===== config.mk =====
export PLATFORM = sky130hd
export DESIGN_NAME = ch_serializer
export DESIGN_NICKNAME = d
export VERILOG_FILES = /design/src/rtl/ch_serializer_pkg.sv /design/src/rtl/ch_serializer_capture.sv /design/src/rtl/ch_serializer.sv
export SDC_FILE = /design/constraint.sdc
export NUM_CORES = 1
export LEC_CHECK = 0
export CAP_MARGIN = 0
export CORE_MARGIN = 3
export CORE_UTILIZATION = 51
export DETAILED_ROUTE_END_ITERATION = 8
export GPL_TIMING_DRIVEN = 1
export PLACE_DENSITY = 0.81
export SLEW_MARGIN = 0
export SYNTH_ARGS = -nofsm -noshare
export SYNTH_HDL_FRONTEND = slang
export SYNTH_SLANG_ARGS = --single-unit

===== constraint.sdc =====
create_clock -name clk -period 7.2 [get_ports clk]
set_input_delay 1.44 -clock clk [delete_from_list [all_inputs] [get_ports clk]]
set_output_delay 1.44 -clock clk [all_outputs]
set_load 0.01 [all_outputs]

===== src/rtl/ch_serializer_pkg.sv =====
// Shared definitions for the channel serializer: FSM encoding and channel limits.
package ch_serializer_pkg;

  localparam int NCH_MAX = 16;
  localparam int IW      = 4;   // index width, enough for NCH_MAX channels

  typedef enum logic {
    ST_IDLE = 1'b0,
    ST_SEND = 1'b1
  } ch_state_e;

endpackage


===== src/rtl/ch_serializer_capture.sv =====
// Capture bank: NCH load-enabled sample registers with a read mux by channel index.
module ch_capture
  import ch_serializer_pkg::*;
#(
  parameter int NCH = 8,
  parameter int DW  = 16
) (
  input  logic              clk,
  input  logic              rst,
  input  logic              load,
  input  logic [NCH*DW-1:0] d_in,
  input  logic [IW-1:0]     idx,
  output logic [DW-1:0]     rd
);

  logic [DW-1:0] bank [NCH];

  always_ff @(posedge clk or posedge rst) begin
    if (rst) begin
      for (int i = 0; i < NCH; i++) bank[i] <= '0;
    end else if (load) begin
      for (int i = 0; i < NCH; i++) bank[i] <= d_in[i*DW +: DW];
    end
  end

  // Indices beyond NCH read as zero.
  always_comb begin
    rd = '0;
    for (int i = 0; i < NCH; i++) begin
      if (idx == IW'(i)) rd = bank[i];
    end
  end

endmodule


===== src/rtl/ch_serializer.sv =====
// Frame serializer: on a strobe, snapshots NCH samples and streams the first n_eff out one beat at a time.
module ch_serializer
  import ch_serializer_pkg::*;
#(
  parameter int NCH = 8,
  parameter int DW  = 16,
  parameter int CW  = 8
) (
  input  logic              clk,
  input  logic              rst,
  input  logic              strobe,
  input  logic [4:0]        numch,
  input  logic [NCH*DW-1:0] d_in,
  input  logic              ready,
  input  logic              clr_overrun,
  output logic [DW-1:0]     d_out,
  output logic [CW-1:0]     out,
  output logic              valid,
  output logic              first,
  output logic              last,
  output logic              busy,
  output logic              overrun,
  output ch_state_e         dbg_state
);

  // Handshake: a beat transfers on a rising edge where valid && ready;
  // while valid && !ready, d_out/out/first/last hold their values.

  ch_state_e       state, state_n;
  logic [IW-1:0]   index, index_n;
  logic [4:0]      n_lat, n_lat_n;
  logic [4:0]      n_eff;
  logic            load, advance, drop, xfer;
  logic [DW-1:0]   cap_rd;

  assign n_eff     = (numch > 5'(NCH)) ? 5'(NCH) : numch;
  assign xfer      = valid && ready;
  assign dbg_state = state;

  ch_capture #(.NCH(NCH), .DW(DW)) u_capture (
    .clk  (clk),
    .rst  (rst),
    .load (load),
    .d_in (d_in),
    .idx  (index + 1'b1),
    .rd   (cap_rd)
  );

  always_comb begin
    state_n = state;
    index_n = index;
    n_lat_n = n_lat;
    load    = 1'b0;
    advance = 1'b0;
    drop    = 1'b0;
    case (state)
      ST_IDLE: begin
        if (strobe && n_eff != 5'd0) load = 1'b1;
      end
      ST_SEND: begin
        if (xfer) begin
          if (last) begin
            if (strobe && n_eff != 5'd0) load = 1'b1;
            else begin
              state_n = ST_IDLE;
              index_n = '0;
            end
          end else begin
            advance = 1'b1;
          end
        end
        // Only the final-transfer cycle may accept a new frame.
        if (strobe && !(xfer && last)) drop = 1'b1;
      end
      default: state_n = ST_IDLE;
    endcase
    if (load) begin
      state_n = ST_SEND;
      index_n = '0;
      n_lat_n = n_eff;
    end
    if (advance) index_n = index + 1'b1;
  end

  always_ff @(posedge clk or posedge rst) begin
    if (rst) begin
      state   <= ST_IDLE;
      index   <= '0;
      n_lat   <= '0;
      valid   <= 1'b0;
      busy    <= 1'b0;
      first   <= 1'b0;
      last    <= 1'b0;
      out     <= '0;
      d_out   <= '0;
      overrun <= 1'b0;
    end else begin
      state   <= state_n;
      index   <= index_n;
      n_lat   <= n_lat_n;
      valid   <= (state_n == ST_SEND);
      busy    <= (state_n == ST_SEND);
      first   <= (state_n == ST_SEND) && (index_n == '0);
      last    <= (state_n == ST_SEND) && ({1'b0, index_n} == n_lat_n - 5'd1);
      out     <= (state_n == ST_SEND) ? CW'(index_n) : '0;
      if (load)                     d_out <= d_in[DW-1:0];
      else if (advance)             d_out <= cap_rd;
      else if (state_n != ST_SEND)  d_out <= '0;
      if (drop)             overrun <= 1'b1;
      else if (clr_overrun) overrun <= 1'b0;
    end
  end

endmodule


==> metrics.cfg <==
[run_status]
status=finished, final reports clean

[synthesis]
ys_ff_latch=161
synth_ff_type=dfrtp_1
synth-edff-count=0
avgSynthCellArea_um2=8.346
synth_seq_area_share_pct=53.22
synth.distinct_cells=50
netlist_area_um2=7570
synthCells=907
yosysWarningCount=0
synthArstFlopShare_pct=100.0

[placement]
dpl_cell_area_um2=9298
globalplace.congestion=0.8954
dp_hpwl_mm=15.23
dp_cells=1203
port_buffers=163

[setup_path]
r2r_cells=8
cp_data_arrival_time_ps=4400
critPathLaunchType=input pin
required_ps=7540
worstPathMaxFanout=64
end_kind=flop
path_class=input pin to flop

[timing]
fin_skew_ps=8.228
fin_tns_setup_ps=0
finalHoldViolCount=0
setup_viol=0
fin_crit_sh_pct=56.33
slew_headroom_pct=27.65
finalCriticalPeriod_ps=4056
rsz0062_at_grt=no
worst_slew_pin_slew_ps=1085
drv_slew=0
fmax_mhz=246.6

[finish]
final_common_cell=nand2_1
drive_above_1_share_pct=5.313
final_core_util_pct=69.88
antennaDiodeCount=0
final_nets=1186
design_area_um2=9926
layout-area-overhead-vs-synth_pct=31.12
fill_cells=1125
stdcell_count=1234
final_cell_mix=438 x nand2_1, 163 x clkdlybuf4s50_1, 161 x dfrtp_1, 35 x nand3_1, 33 x nor2_1

[clock_network]
cts_max_path_buffers=2
cts_hold_buf=0
post_cts_resized=0
cts-root-buf=clkbuf_16
cts_tree=done
cts-htree-levels=4
clock_latency_ps=430
clkSlewWorstSetupHoldPaths_ps=60
post_cts_buffers=0
cts_buffers=17
clkSinkCount=161

[route]
viasPerCell=5.511
ant_nets=0
vias=6801
wl_mm=21.63
drc_errors=0
drt_iter0_drc=829
drt-wirelength-per-cell_um=17.53
drtPass1Iterations=6

[power]
power_mw=4.192
p_leak_nw=4.798
powerDensity_nw_per_um2=422.3
ir_worst_vdd_v=0.0002188

[die]
initial_core_util_pct=53.29
die_w_um=127.8
core-area_um2=14200
row_count=43
design.portCount=168
die_h_um=127.8
dieArea_um2=16340

[worst_hold_path]
hp-class=flop to flop
holdPathStages=2

[job]
cap_violations=0

[global_route]
grt_pass1_wl_mm=34.91
overflow=0
track_usage_pct=27.37
grt_antenna_before_repair=0
grt_pass1_vias=6730
grt_start_max_net_pins=120

-- report_power, final --
group	total [mW]	leakage (nW)	switching, mW	internal, mW
Clock	0.961	0.301	0.358	0.604
Combinational	1.67	2.47	0.927	0.742
Sequential	1.56	2.02	0.252	1.31
Total	4.19	4.80	1.54	2.65
-- registers in the layout, indices dropped and copies added (netlist names) --
name and count:
n_lat 5, index 4, first 1, last 1, overrun 1, out 4
dbg_state 1, d_out 16, u_capture.bank 128
-- worst max-delay path, stage by stage --
cell and delay (ps):
clkdlybuf4s50_1 540, a21bo_4 190, o311ai_4 100, buf_4 350
a2bb2oi_1 460, ha_1 270, or2b_2 300, or4_1 400
o41a_1 140, a211oi_2 220
-- cells by family (layout without fill, tap and decap cells) --
family | after synthesis | after routing | synth area share, %
muxes | 2 | 2 | 0.2975
adders and majority gates | 6 | 6 | 0.9917
other | 1 | 4 | 0.04954
buffers and inverters | 72 | 216 | 3.868
DFF | 161 | 161 | 53.22
AOI/OAI and AO/OA | 121 | 121 | 12.41
and+or+nand+nor | 540 | 540 | 28.69
xor gates and xnor gates | 4 | 4 | 0.4629
-- cell type report --
type | instances | area, µm² | area share (%)
Inverter | 13 | 53.80 | 0.5420
Clock inverter | 10 | 157.7 | 1.588
Multi-Input combinational cell | 677 | 3291 | 33.15
Sequential cell | 161 | 4029 | 40.59
Tap cell | 180 | 225.2 | 2.269
Timing Repair Buffer | 172 | 1699 | 17.12
Clock buffer | 21 | 470.5 | 4.740
-- path summary, 6_finish.rpt --
path | start | endpoint | slack [ps]
max in group asynchronous | rst | out[1] | 4420
worst min register to register | u_capture.bank[1] | u_capture.bank[1] | 470
min in group asynchronous | rst | u_capture.bank[95] | 1610
worst max register to register | index[1] | d_out[0] | 3780
worst max-delay path | ready | last | 3140
worst min-delay path | u_capture.bank[1] | u_capture.bank[1] | 470
-- stage by stage --
| stage | hold slack, ps | worst slack, ps |
|---|---|---|
| final | 469.6 | 3144 |
| after global routing | 493.5 | 2982 |
| after CTS | 476.4 | 3151 |
| after detailed placement | 462.6 | 2749 |
| after global placement | 452.7 | 2837 |
| after floorplan | 440.4 | 1412 |
-- synthesized netlist by cell type, drive strengths merged, types with 11 or more instances --
master / count / area, µm²
nand2: 438 / 1644
dfrtp: 161 / 4029
clkbuf: 53 / 198.9
nand3: 35 / 175.2
nor2: 34 / 127.6
o21ai: 18 / 90.09
a211oi: 16 / 125.1
a2bb2oi: 16 / 140.1
o21a: 16 / 120.1
inv: 12 / 45.04
a21oi: 11 / 58.81
a221oi: 11 / 96.34
-- routing by layer --
metal | routed length [µm] | GRT usage [%] | vias up
met5 | 0 | 0 | -
met2 | 10020 | 42.11 | 325
li1 | - | - | 3226
met4 | 510 | 9.863 | 0
met3 | 2026 | 7.333 | 32
met1 | 9072 | 37.62 | 3218
No activity file was read; power rests on OpenSTA's default activity.
